==> src/rtl/fpu_pcpi_ctrl.sv <==
// PCPI sequencer for the single-precision FPU: decodes OP-FP fadd/fsub/fmul, issues them to the
// shared datapath and returns the result to rd. Optional WAIT watchdog: define FPU_CTRL_TIMEOUT_EN.
module fpu_pcpi_ctrl #(
  parameter int DATA_WIDTH     = 32,
  parameter int TIMEOUT_CYCLES = 64
) (
  input  logic                  clkIn,
  input  logic                  rstLowIn,
  input  logic                  pcpiValidIn,
  input  logic [31:0]           pcpiInstIn,
  input  logic [DATA_WIDTH-1:0] pcpiRs1In,
  input  logic [DATA_WIDTH-1:0] pcpiRs2In,
  output logic                  pcpiWrOut,
  output logic [DATA_WIDTH-1:0] pcpiRdOut,
  output logic                  pcpiWaitOut,
  output logic                  pcpiReadyOut,
  output logic                  opStartOut,
  output logic [1:0]            opSelOut,
  output logic [DATA_WIDTH-1:0] opAOut,
  output logic [DATA_WIDTH-1:0] opBOut,
  input  logic                  opDoneIn,
  input  logic [DATA_WIDTH-1:0] opResultIn,
  output logic                  timeoutOut
);

  typedef enum logic [2:0] {
    S_IDLE  = 3'd0,
    S_ISSUE = 3'd1,
    S_WAIT  = 3'd2,
    S_RESP  = 3'd3,
    S_DRAIN = 3'd4
  } state_t;

  localparam logic [6:0] OPCODE_OP_FP = 7'b1010011;
  localparam logic [6:0] F7_ADD       = 7'b0000000;
  localparam logic [6:0] F7_SUB       = 7'b0000100;
  localparam logic [6:0] F7_MUL       = 7'b0001000;
  localparam logic [DATA_WIDTH-1:0] CANON_NAN = DATA_WIDTH'(32'h7FC00000);

  function automatic logic decode_hit(input logic [31:0] inst);
    logic f7_ok;
    case (inst[31:25])
      F7_ADD, F7_SUB, F7_MUL: f7_ok = 1'b1;
      default:                f7_ok = 1'b0;
    endcase
    return (inst[6:0] == OPCODE_OP_FP) && f7_ok;
  endfunction

  function automatic logic [1:0] decode_sel(input logic [6:0] funct7);
    logic [1:0] sel;
    case (funct7)
      F7_SUB:  sel = 2'b01;
      F7_MUL:  sel = 2'b10;
      default: sel = 2'b00;
    endcase
    return sel;
  endfunction

  state_t                r_state;
  state_t                w_next;
  logic [DATA_WIDTH-1:0] r_op_a;
  logic [DATA_WIDTH-1:0] r_op_b;
  logic [1:0]            r_sel;
  logic [DATA_WIDTH-1:0] r_result;
  logic                  r_post_resp;
  logic                  w_accept;
  logic                  w_expire;
  logic                  w_start;
  logic                  w_wait;
  logic                  w_ready;
  logic                  w_unused_bits;

  assign w_unused_bits = ^{pcpiInstIn[24:7], 8'(TIMEOUT_CYCLES)};

  // The core still drives a stale request in the cycle right after RESP; never accept there.
  assign w_accept = (r_state == S_IDLE) && pcpiValidIn && decode_hit(pcpiInstIn) && !r_post_resp;

  always_ff @(posedge clkIn or negedge rstLowIn) begin
    if (!rstLowIn) begin
      r_state <= S_IDLE;
    end else begin
      r_state <= w_next;
    end
  end

  always_comb begin
    w_next = r_state;
    case (r_state)
      S_IDLE: begin
        if (w_accept) w_next = S_ISSUE;
        else          w_next = S_IDLE;
      end
      S_ISSUE: begin
        if (!pcpiValidIn) w_next = S_DRAIN;
        else              w_next = S_WAIT;
      end
      S_WAIT: begin
        // An abort coinciding with done needs no drain: the datapath is already free.
        if (!pcpiValidIn)               w_next = opDoneIn ? S_IDLE : S_DRAIN;
        else if (opDoneIn || w_expire)  w_next = S_RESP;
        else                            w_next = S_WAIT;
      end
      S_RESP: w_next = S_IDLE;
      S_DRAIN: begin
        if (opDoneIn) w_next = S_IDLE;
        else          w_next = S_DRAIN;
      end
      default: w_next = S_IDLE;
    endcase
  end

  always_comb begin
    w_start = 1'b0;
    w_wait  = 1'b0;
    w_ready = 1'b0;
    case (r_state)
      S_ISSUE: begin
        w_start = 1'b1;
        w_wait  = 1'b1;
      end
      S_WAIT:  w_wait  = 1'b1;
      S_RESP:  w_ready = 1'b1;
      default: w_ready = 1'b0;
    endcase
  end

  always_ff @(posedge clkIn or negedge rstLowIn) begin
    if (!rstLowIn) begin
      r_op_a      <= {DATA_WIDTH{1'b0}};
      r_op_b      <= {DATA_WIDTH{1'b0}};
      r_sel       <= 2'b00;
      r_result    <= {DATA_WIDTH{1'b0}};
      r_post_resp <= 1'b0;
    end else begin
      r_post_resp <= (r_state == S_RESP);
      if (w_accept) begin
        r_op_a <= pcpiRs1In;
        r_op_b <= pcpiRs2In;
        r_sel  <= decode_sel(pcpiInstIn[31:25]);
      end
      if ((r_state == S_WAIT) && pcpiValidIn) begin
        if (opDoneIn)      r_result <= opResultIn;
        else if (w_expire) r_result <= CANON_NAN;
      end
    end
  end

`ifdef FPU_CTRL_TIMEOUT_EN
  logic [7:0] r_wait_cnt;
  logic       r_timeout;

  assign w_expire = (r_wait_cnt == 8'(TIMEOUT_CYCLES - 1));

  // Counts WAIT cycles of the current instruction; the flag is sticky until reset.
  always_ff @(posedge clkIn or negedge rstLowIn) begin
    if (!rstLowIn) begin
      r_wait_cnt <= 8'd0;
      r_timeout  <= 1'b0;
    end else begin
      if (w_accept)                r_wait_cnt <= 8'd0;
      else if (r_state == S_WAIT)  r_wait_cnt <= r_wait_cnt + 8'd1;
      if ((r_state == S_WAIT) && pcpiValidIn && !opDoneIn && w_expire) r_timeout <= 1'b1;
    end
  end

  assign timeoutOut = r_timeout;
`else
  assign w_expire   = 1'b0;
  assign timeoutOut = 1'b0;
`endif

  assign opStartOut   = w_start;
  assign pcpiWaitOut  = w_wait;
  assign pcpiReadyOut = w_ready;
  assign pcpiWrOut    = w_ready;
  assign pcpiRdOut    = r_result;
  assign opSelOut     = r_sel;
  assign opAOut       = r_op_a;
  assign opBOut       = r_op_b;

endmodule

==> config.mk <==
export PLATFORM = sky130hd
export DESIGN_NAME = fpu_pcpi_ctrl
export DESIGN_NICKNAME = d
export VERILOG_FILES = /design/src/rtl/fpu_pcpi_ctrl.sv
export SDC_FILE = /design/constraint.sdc
export NUM_CORES = 1
export LEC_CHECK = 0
export BUFFER_PORTS_ARGS = -buffer_cell sky130_fd_sc_hd__buf_4
export CORE_UTILIZATION = 43
export DETAILED_ROUTE_END_ITERATION = 8
export HOLD_SLACK_MARGIN = 0.02
export PLACE_DENSITY = 0.83
export SKIP_LAST_GASP = 1
export SLEW_MARGIN = 20
export SYNTH_ARGS = -nofsm -noshare
export SYNTH_HDL_FRONTEND = slang
export SYNTH_SLANG_ARGS = --single-unit
==> constraint.sdc <==
create_clock -name clkIn -period 3.04 [get_ports clkIn]
set_clock_uncertainty 0.1 [all_clocks]
set_input_delay 0.152 -clock clkIn [delete_from_list [all_inputs] [get_ports clkIn]]
set_output_delay 0.152 -clock clkIn [all_outputs]
set_load 0.1 [all_outputs]
==> results, run 1 <==
- At the pin with the least slew margin, the transition time is 0.6897 ns.
- The total count of max-transition violations in the final report came to 0.
- The reported max-cap violation count is 0.
- For this design the ratio of total power to cell area is 368.2 nW/um^2.
- In this run the mean area of a mapped cell was 16.63 um^2.
- The layout overhead on the synthesized area is 73.84%.
- The clock input transition at the sequential cells of the worst setup and hold paths is 0.11 ns.
- The worst register-to-register path has a setup slack of 0.78 ns.
- The height of the chip is 97.74 um.
- Setup repair after global routing left no endpoint under its margin.
- In this run the clock root is driven by a clkbuf_8.
- Entering global routing, the biggest net connects 65 pins.
- The worst setup path is captured at a flop.
- The initial antenna violation count is 0.
- The port buffer count is 215.
- Summing the areas of all compound-gate instances in the mapped netlist gives 0.8571% of the synthesized area.
- The number of global-route vias before repair is 3620.
- The number of H-tree branching levels is 3.
- The leakage component of the power is 3.689 nW.
- The path class of the tightest hold or removal check is in -> reg.
- The floorplan step defined a die boundary enclosing 9553 um^2.
- The CTS tree is built.
- For this run the aggregate overflow at the end of global routing stands at 0.
- The synthesized netlist devotes 0% of its cell area to adder and majority cells.
- After synthesis the netlist holds a flip-flop and latch count of 102.
- The count of nets left with antenna violations once routing finished came out at 0.
- The largest individual stage delay along the critical path comes from the cell dfrtp_1.
- On the worst path, the slowest cell contributes a delay of 0.47 ns.
- The die is 97.74 um wide.
- The signal arrival time at the worst endpoint is 2.38 ns.
- The post-synth net total is 369.
- The number of setup violations in the final report is 0.
- The vias after detailed routing is 3215.
- Walking the worst path, the cells encountered are nor4b_1 > nand3_2 > nor3_4 > buf_12 > mux2_2.
- The count of unique library cells instantiated by Yosys is 28.
- In the post-route analysis, the smallest setup slack over all paths is 0.7783 ns.
- The checks that failed: design-rule violations.
- By area, the combinational part of the netlist is dominated by multiplexers.
- The hold violation total from the final report is 0.
- Buffers inserted during clock tree synthesis total 9.
- The share of synthesized area spent on multiplexers is 27.43%.
- Counting every sink on the clock net gives 102.
- The number of resized instances in the post-cts repair step is 0.
- The HPWL after detailed placement is 6688 um.
- The mapped netlist covers 3941 um^2.
- The minimum hold slack is 0.06486 ns.
- The xor and xnor fraction of the mapped netlist area is 0.2222%.
- The fraction of layout cells with a size suffix above 1 is 57.50%.
- In this run the critical register-to-register path is captured at opBOut[28]$_DFFE_PN0P_.
- The number of optimization iterations in the first detailed-route pass is 6.
- In the routed layout, each cell is associated on average with a via count of 4.813.
- The worst hold path passes through 3 cells.
- STA classifies the critical path startpoint as a flop.
- Before CTS, the worst setup slack after placement is 0.8290 ns.
- In the final design database the tool counted 687 nets.
- The critical path starts at r_state[2]$_DFF_PN0_.
- The total global-route track usage is 24.78%.
- The number of design-rule violations left by the first detailed-router iteration is 98.
- The startpoint identified for the worst register-to-register timing path is r_state[2]$_DFF_PN0_.
- For the worst setup path, the data required time is 3.16 ns.
- The first global-routing pass estimated 18330 um of wire.
- Derived from the worst setup path, the maximum achievable clock frequency is 442.1 MHz.
- During I/O placement, the number of pins put on the boundary was 235.
- In the final timing run, aggregate negative setup slack is 0 ns.
- The count of standard-cell rows is 34.
- The worst-case IR drop observed on VDD is 0.2773 mV.
- Of the total synthesized cell area, the portion taken by AND, OR, NAND and NOR gates is 4.127%.
- In the layout the commonest cells are buf_4, dfrtp_1, dlygate4sd3_1, mux2_2, mux2_1.
- The critical path capture point is opBOut[28]$_DFFE_PN0P_.
- The library cell used most frequently in the layout, excluding fill and tap cells, is buf_4.
- The final routed wire length divided by cell count is 17.10 um.
- At the end of routability-driven placement, the weighted congestion stood at 0.7860.
- The starting density of the core is 44.76%.
- The Yosys step of the flow raised 0 warnings.
- The sequential fraction of the synthesis area is 64.76%.
- The final total power is 0.002523 W.
- After detailed routing, the number of remaining DRC violations is 30.
- The worst path uses 74.40% of the clock period.
- By startpoint and endpoint, the worst setup path is classified as reg -> reg.
- The worst-case headroom to the max-slew limit is 54.02%.
- The post-synthesis instance total is 237.
- The run finished, with violations left.
- The later pin in the worst-skew pair is clocked with a latency of 0.35 ns.
- The core region area is 8806 um^2.
- In this run the post-CTS setup repair buffer count came out at 0.
- The final routed wirelength across all metal layers is 11420 um.
- The number of diodes is 0.
- Hold repair after CTS inserted 101 buffers.
- The count of cells along the worst register-to-register path is 5.
- The buffer depth of the longest clock path is 2.
- The final critical delay including setup and external delays is 2.262 ns.
- The largest fanout of any net on the critical path is 64.
==> worst min path at each step <==
stage	slack (ns)	start	end
floorplan	-0.24	rstLowIn	opAOut[0]$_DFFE_PN0P_
global placement	0.13	rstLowIn	opBOut[11]$_DFFE_PN0P_
detailed placement	0.15	rstLowIn	opBOut[17]$_DFFE_PN0P_
CTS	0.06	opDoneIn	r_state[0]$_DFF_PN0_
global route	0.06	opDoneIn	r_state[0]$_DFF_PN0_
finish	0.06	opDoneIn	r_state[0]$_DFF_PN0_
==> cell type report <==
cell class	count	area [um^2]
repair buffers	319	2673
multi-input cells	123	1290
well taps	108	135.1
clock buffers	12	145.1
flip-flops and latches	102	2552
clock inverters	4	56.30
fillers	511	1954
==> registers in the layout, indices dropped and copies added (netlist names) <==
name and flops:
opAOut 32, opBOut 32, opSelOut 2, pcpiRdOut 32, r_post_resp 1, r_state 3
==> kinds of logic after synthesis <==
family / after synthesis
AO/OA/AOI/OAI: 5
XOR/XNOR: 1
buffers and inverters: 12
flip-flops: 102
multiplexers: 96
other: 1
AND/OR/NAND/NOR: 20
==> metal layers <==
metal	GRT usage, %	routed length, um	vias up
li1	-	-	1470
met1	27.33	4152	1588
met2	46.64	6231	135
met3	6.514	825	22
met4	7.226	210	0
met5	0	0	-
==> power by group <==
part	switching, W	internal (W)
combinational	0.000111	0.000188
sequential	0.00000203	0.00136
clock	0.000453	0.000410
total	0.000566	0.00196
==> stage by stage <==
step / instance area [um^2] / utilization, % / std cells
final: 6852 / 77.81 / 668
after global routing: 6852 / 77.81 / 668
after CTS: 6852 / 77.81 / 668
after detailed placement: 5639 / 64.04 / 551
after global placement: 5639 / 64.04 / 551
after floorplan: 3941 / - / 237
==> synthesized netlist by cell type <==
master | number | area, um^2
nand3_2 | 1 | 10.01
and3b_1 | 1 | 8.760
nor2b_1 | 1 | 6.260
o22ai_1 | 1 | 6.260
buf_4 | 2 | 15.01
nor4bb_1 | 1 | 10.01
o21ai_0 | 1 | 5.000
or4b_2 | 1 | 10.01
o22a_1 | 2 | 17.52
xnor2_1 | 1 | 8.760
buf_2 | 1 | 5.000
nor3b_1 | 2 | 15.01
and2_1 | 2 | 12.51
mux2_1 | 11 | 123.9
nand2_1 | 1 | 3.750
or2_2 | 1 | 6.260
nand4b_1 | 1 | 8.760
nor3_4 | 1 | 16.27
nor2_1 | 2 | 7.510
buf_6 | 6 | 67.56
a21oi_1 | 1 | 5.000
conb_1 | 1 | 3.750
nor4b_4 | 1 | 23.77
clkbuf_1 | 3 | 11.26
nor4b_1 | 1 | 8.760
dfrtp_1 | 102 | 2552
mux2_2 | 85 | 957.2
nor3_1 | 3 | 15.01
==> worst max-delay path: cells and delay by family (launching register included) <==
kind / cells / cell delay [ns]
muxes: 1 / 0.39
and+or+nand+nor: 3 / 0.78
buffers and inverters: 1 / 0.31
DFF: 1 / 0.47
No activity file was read; power rests on OpenSTA's default activity.
==> run 2, diff against run 1 <==
--- a/config.mk
+++ b/config.mk
@@ -5,11 +5,12 @@
 export SDC_FILE = /design/constraint.sdc
 export NUM_CORES = 1
 export LEC_CHECK = 0
+export ABC_AREA = 1
 export BUFFER_PORTS_ARGS = -buffer_cell sky130_fd_sc_hd__buf_4
-export CORE_UTILIZATION = 43
+export CORE_UTILIZATION = 44
 export DETAILED_ROUTE_END_ITERATION = 8
 export HOLD_SLACK_MARGIN = 0.02
-export PLACE_DENSITY = 0.83
+export PLACE_DENSITY = 0.84
 export SKIP_LAST_GASP = 1
 export SLEW_MARGIN = 20
 export SYNTH_ARGS = -nofsm -noshare
==> constraint.sdc (replaced) <==
create_clock -name clkIn -period 2.3 [get_ports clkIn]
set_clock_uncertainty 0.1 [all_clocks]
set_input_delay 0.115 -clock clkIn [delete_from_list [all_inputs] [get_ports clkIn]]
set_output_delay 0.115 -clock clkIn [all_outputs]
set_load 0.1 [all_outputs]
==> run 2 against run 1 <==
Compared with the run above:
- the run now ends clean
- critical path type is now reg -> out
- largest cell class unchanged
- highest routed layer unchanged
- power grew 49%
- register-to-register slack got worse by 0.19 ns
- combinational power grew to 2.8 times the previous value
- critical endpoint is now pcpiWaitOut
==> results, run 2 <==
- The run finished with clean final reports.
- The startpoint type of the worst setup path is a flop.
- During I/O placement, the number of pins put on the boundary was 235.
- In this run, synthesis inferred 0 flip-flops with an integrated enable.
- The hold violation total from the final report is 0.
- The total global-route track usage is 27.90%.
- The most common cell after layout, fill and taps aside is buf_4.
- Counting distinct cell types in the post-synthesis netlist gives 17.
- After Yosys synthesis, and, or, nand and nor cells account for 25.68% of the synthesized area.
- The floorplan step defined a die boundary enclosing 9851 um^2.
- In this run the worst hold path is classified as in -> reg.
- Synthesis produced a netlist whose cell count is 473.
- Synthesis inferred 102 register bits.
- In the final design database the tool counted 910 nets.
- In the post-synthesis netlist, the cell with the most instances is nand2_1.
- The core region area is 9196 um^2.
- The floorplan has 35 rows.
- The number of clock buffers added by TritonCTS is 9.
- Buffers added to address setup during post-CTS repair amount to 0.
- The height of the chip is 99.25 um.
- The area of the mapped netlist is 4161 um^2.
- The number of routed nets with antenna violations is 0.
- At the end of routability-driven placement, the weighted congestion stood at 0.7494.
- The post-detailed-route via-to-cell ratio is 5.003.
- The final routed wire length divided by cell count is 15.55 um.
- The synthesized design devotes to its leading area cell type 61.33% of total area.
- After Yosys synthesis, full adders, half adders and majority gates account for 0% of the synthesized area.
- In the synthesized netlist, mux cells make up 0% of the area.
- The synthesized netlist devotes 4.209% of its cell area to compound gates.
- The vias after detailed routing is 4473.
- The H-tree generated during clock tree synthesis spans 3 levels.
- The worst setup path is captured at a primary output.
- For the pin with the worst max-slew slack, the measured transition is 0.6314 ns.
- The routed design could run at a clock period as short as 1.774 ns.
- The largest net degree at the start of global routing is 65.
- The share of synthesized registers carrying an async set or reset is 100.0%.
- In the layout the commonest cells are buf_4, nand2_1, dfrtp_1, dlygate4sd3_1, nand3_1.
- Setup violations remaining at the end of the flow were counted as 0.
- After detailed placement, the total cell area comes to 5848 um^2.
- The fraction of layout cells with a size suffix above 1 is 31.80%.
- Relative to the synthesized area, the layout overhead comes to 69.21%.
- The number of global-route vias before repair was 4616.
- The final routed wirelength across all metal layers is 13910 um.
- Once detailed placement completed, the half-perimeter wirelength came to 7864 um.
- The total overflow left after global routing is 0.
- The number of warnings printed during yosys synthesis is 0.
- For the worst setup path, the data required time is 2.09 ns.
- The first global-routing pass estimated 21590 um of wire.
- The dominant register cell in the synthesized netlist is dfrtp_1.
- The worst-case headroom to the max-slew limit is 57.91%.
- The number of diodes is 0.
- The horizontal die dimension is 99.25 um.
- The class of the most critical setup path is reg -> out.
- For this design the static power due to leakage is 4.009 nW.
- For the worst-skew pair, the clock arrives at the later sink with an insertion delay of 0.35 ns.
- Sequential elements use 61.33% of the synthesized area.
- The buffer depth of the longest clock path is 2.
- Setup repair after global routing left no endpoint under its margin.
- After layout, the worst path uses 77.11% of the clock period.
- The number of optimization iterations in the first detailed-route pass is 5.
- The maximum operating frequency is 563.8 MHz.
- TritonCTS built the clock tree.
- After layout, the worst setup slack is 0.5264 ns.
- The dominant combinational cell family by area after synthesis is simple AND/OR/NAND/NOR gates.
- The layout has 565 filler cells.
- The initial antenna violation count came to 0.
- The reported max-cap violation count is 0.
- Input and output buffers added on the ports amount to 215.
- Sorting the synthesized cells by how often they occur yields nand2_1, dfrtp_1, nand3_1.
- The starting density of the core is 45.25%.
- The total non-filler cell area in the finished layout is 7042 um^2.
- The total count of max-transition violations in the final report came to 0.
- After Yosys synthesis, XOR and XNOR cells account for 0% of the synthesized area.
- For this design, the sink count on the clock tree is 102.
- Yosys attributes the largest share of cell area to dfrtp_1, nand2_1, nand3_1.
- The remaining routing DRC violations is 0.
- The largest fanout of any net on the critical path is 4.
- The power per cell area is 535.2 nW/um^2.
- Across the VDD grid, the largest voltage drop is 0.2894 mV.
- After clock tree synthesis, the clock-pin slew on the worst setup and hold paths is 0.09 ns.
- The number of resized instances in the post-cts repair step is 0.
- Summed over all instances, the cell type with the most area after synthesis is dfrtp_1.
- For this block, the initial DRC count from the detailed router was 196.
- The signal arrival time at the worst endpoint is 1.56 ns.
- The final-layout setup total negative slack is 0 ns.
- Prior to clock tree synthesis, the placed netlist has a worst setup slack of 0.6338 ns.
- The tree is rooted in a clkbuf_8.
- The post-synth net total is 605.
- The synthesized area per cell is 8.798 um^2.
run 2: changes by cell type after synthesis, sizes merged, moves of 3 or more:
cell    before  now
mux2        96    0
inv          0   46
o21ai        1   33
clkbuf       3    6
nand2        1  180
nand3        1   68
buf          9   24
nor2         2    8
run 2: cell families (layout without fill, tap and decap cells):
logic type / after synthesis / in the layout
buf+inv: 76 / 386
other cells: 1 / 1
simple gates: 259 / 259
flops: 102 / 102
compound gates: 35 / 35
run 2: what timing repair did:
| item | in CTS | in global routing |
|---|---|---|
| hold endpoints to repair | 149 | 0 |
| endpoints found under the setup margin | 0 | 0 |
| hold buffers | 101 | 0 |
run 2: final cells by class:
type | instances | area, um^2 | area share [%]
repair buffers | 324 | 2710 | 38.49
flip-flops and latches | 102 | 2552 | 36.25
multi-input cells | 295 | 1285 | 18.25
inverters | 46 | 172.7 | 2.452
well taps | 111 | 138.9 | 1.972
clock buffers | 10 | 137.6 | 1.955
clock inverters | 6 | 45.04 | 0.6397
run 2: worst paths after layout:
path	startpoint	end	slack [ns]	cells past startpoint
min reg2reg	opBOut[9]$_DFFE_PN0P_	opBOut[9]$_DFFE_PN0P_	0.38	2
max	r_state[2]$_DFF_PN0_	pcpiWaitOut	0.53	4
min	pcpiInstIn[28]	opSelOut[1]$_DFFE_PN0P_	0.05	5
max reg2reg	r_state[2]$_DFF_PN0_	r_state[2]$_DFF_PN0_	0.59	4
min in group asynchronous	rstLowIn	pcpiRdOut[13]$_DFFE_PN0P_	0.20	2
max in group asynchronous	rstLowIn	opBOut[3]$_DFFE_PN0P_	1.14	3
run 2: worst max-delay path: stages (launching register included):
cell and delay, ns:
dfrtp_1 0.48, nor3_2 0.28, inv_1 0.09, nand2_1 0.08, buf_4 0.28
run 2: power breakdown:
part           switching (W)  internal, W
sequential         0.0000302      0.00184
clock               0.000631     0.000428
combinational       0.000524     0.000318
run 2: per-stage QoR:
stage | util, % | total power (W) | hold slack [ns] | instances
2_1_floorplan | - | 0.002297 | -0.2806 | 473
3_3_place_gp | 63.59 | 0.002573 | 0.05665 | 777
3_5_place_dp | 63.59 | 0.002585 | 0.06567 | 777
4_1_cts | 76.57 | 0.003775 | 0.02233 | 894
5_1_grt | 76.57 | 0.003899 | 0.07273 | 894
6_report | 76.57 | 0.003769 | 0.05011 | 894
run 2: per-layer routing:
layer	vias up	track usage [%]	wire (um)
met2	260	47.97	6949
met5	-	0	0
met1	2090	32.71	5273
met3	53	6.184	1080
met4	0	14.93	603
li1	2070	-	-
==> run 3, diff against run 2 <==
==> constraint.sdc (replaced) <==
create_clock -name clkIn -period 1.8 [get_ports clkIn]
set_clock_uncertainty 0.1 [all_clocks]
set_input_delay 0.09 -clock clkIn [delete_from_list [all_inputs] [get_ports clkIn]]
set_output_delay 0.09 -clock clkIn [all_outputs]
set_load 0.1 [all_outputs]
==> run 3 against run 2 <==
Compared with the run above:
- critical path depth up 1
- largest cell class unchanged
- sequential share of layout area down 0.55 points
- die area unchanged
- critical path type unchanged
- non-clock buffer count up 6
- power up 31%
- critical endpoint unchanged
- worst setup slack worse by 0.49 ns
==> results, run 3 (synthesized netlist as in run 2, its figures left out) <==
- The count of standard-cell rows is 35.
- Across the run, the number of max-cap violations was 0.
- The end-of-flow core utilization is 77.74%.
- After global routing the overflow that remains totals 0.
- The initial antenna violation count was 0.
- Clock-pin slew was measured on the worst setup and hold paths at 0.10 ns.
- The clock tree synthesis step divided the H-tree into 3 levels.
- The vias after detailed routing is 4528.
- Across the whole layout, storage elements account for 2552 um^2.
- Of all nets on the critical path, the largest fanout is 3.
- The number of diodes is 0.
- The worst min-delay path class is in -> reg.
- The number of design-rule violations left by the first detailed-router iteration is 133.
- The maximum operating frequency is 565.5 MHz.
- The count of fill cells added during filler insertion is 567.
- CTS saw 102 sinks.
- The minimum hold slack is 0.03260 ns.
- The hold path startpoint is pcpiInstIn[28].
- IR analysis of the VDD net gives a maximum drop of 0.5023 mV.
- The number of setup violations in the final report is 0.
- Setup repair after global routing could not meet its margin everywhere.
- The required arrival time at the worst endpoint is 1.61 ns.
- Once the clock tree was built, the setup fixing pass inserted 0 buffers.
- From synthesis to final layout, the design area changed by 71.80%.
- The number of global-route vias before repair is 4653.
- The port buffer count is 215.
- The number of buffers created by CTS is 9.
- STA puts the critical path data arrival time at 1.58 ns.
- The most common cell after layout, fill and taps aside is buf_4.
- The total count of max-transition violations in the final report came to 0.
- The first TritonRoute pass finished after 4 iterations.
- The CTS tree is built.
- For the worst-skew pair, the clock arrives at the later sink with an insertion delay of 0.35 ns.
- The class of the most critical setup path is reg -> out.
- Of the cells placed in the final design, the portion with a size suffix greater than 1 is 32.32%.
- In this run the worst setup path begins at r_state[2]$_DFF_PN0_.
- The worst setup path is launched from a flop.
- The height of the chip is 99.25 um.
- STA classifies the critical path endpoint as a primary output.
- The initial utilization of the core area, before any placement, comes to 45.25%.
- The routed design has 13850 um of wire.
- The global-route wire length before repair is 22230 um.
- The final critical delay including setup and external delays is 1.768 ns.
- The startpoint of the worst register-to-register path is r_state[1]$_DFF_PN0_.
- The congestion estimate from routability-driven global placement came to 0.7768.
- The power per cell area is 688.9 nW/um^2.
- After layout, the worst path uses 98.24% of the clock period.
- The flow ran to the end, and the final reports show no timing, DRC or antenna violations.
- The net count of the finished layout is 916.
- Summed over all nets, the half-perimeter wirelength after detailed placement is 8007 um.
- In the routed design, unresolved DRC markers number 0.
- Using the TritonRoute via totals, the vias-per-cell ratio works out to 5.031.
- The root buffer cell is clkbuf_8.
- The hold violation total from the final report is 0.
- The final routed wire length divided by cell count is 15.39 um.
- In the layout the commonest cells are buf_4, nand2_1, dlygate4sd3_1, dfrtp_1, nand3_1.
- The number of routed nets with antenna violations is 0.
- Counting along the longest clock path gives a buffer depth of 2.
- The core region area is 9196 um^2.
- The total global-route track usage is 28.83%.
- The die outline area is 9851 um^2.
- The leakage component of the power is 4.057 nW.
- The multi-input combinational cell area is 1306 um^2.
- Pin placement for this block handled 235 I/O pins.
- The horizontal die dimension is 99.25 um.
- The largest net degree at the start of global routing is 66.
[run 3: changes by cell type in the layout (fill, tap and decap cells not counted), moves of 2 or more]
cell        delta
inv_1          -2
buf_6          +2
buf_8          +2
clkbuf_1       +2
inv_2          +2
clkinvlp_4     -3
[run 3: path summary, 6_finish.rpt]
check / end / slack (ns) / cells after the start
worst min-delay path: opSelOut[1]$_DFFE_PN0P_ / 0.03 / 5
worst min register to register: opAOut[3]$_DFFE_PN0P_ / 0.38 / 2
worst max register to register: opAOut[1]$_DFFE_PN0P_ / 0.12 / 9
max in group asynchronous: opAOut[2]$_DFFE_PN0P_ / 0.78 / 3
worst max-delay path: pcpiWaitOut / 0.03 / 5
min in group asynchronous: opBOut[13]$_DFFE_PN0P_ / 0.12 / 2
[run 3: worst max-delay path, stage by stage, from the launching register on]
cell and delay (ns):
dfrtp_1 0.41, buf_4 0.16, nor3_2 0.27, inv_2 0.11, nand2_8 0.08, buf_8 0.19
[run 3: metal layers]
layer	wire (um)	GRT usage (%)
met1	4987	30.97
met2	7324	51.76
met3	876	6.957
met4	660	16.63
met5	0	0
[run 3: through the flow]
stage	worst slack (ns)	power (W)	instance area [um^2]	cells	TNS (ns)
after floorplan	-0.03509	0.002936	4213	473	-0.03509
after global placement	0.1713	0.003289	5902	782	0
after detailed placement	0.1321	0.003304	5902	782	0
after CTS	0.007774	0.004942	7129	900	0
after global routing	-0.04287	0.005102	7149	900	-0.05323
final	0.03176	0.004925	7149	900	0
[run 3: area by class of cell]
type | count | share of cell area [%]
timing repair buffer | 330 | 38.89
sequential | 102 | 35.70
multi-input combinational | 295 | 18.27
inverter | 46 | 2.415
tap | 111 | 1.943
clock buffer | 11 | 1.838
clock inverter | 5 | 0.9450
[run 3: what timing repair did]
action | 4_1_cts | 5_1_grt
hold buffers | 102 | 0
resized for setup | 3 | 6
hold endpoints to repair | 197 | 0
setup endpoints to repair | 1 | 53
[run 3: power by group]
group	switching [W]	total, W	internal, W
sequential	0.0000354	0.00238	0.00235
combinational	0.000665	0.00108	0.000412
clock	0.000800	0.00147	0.000665
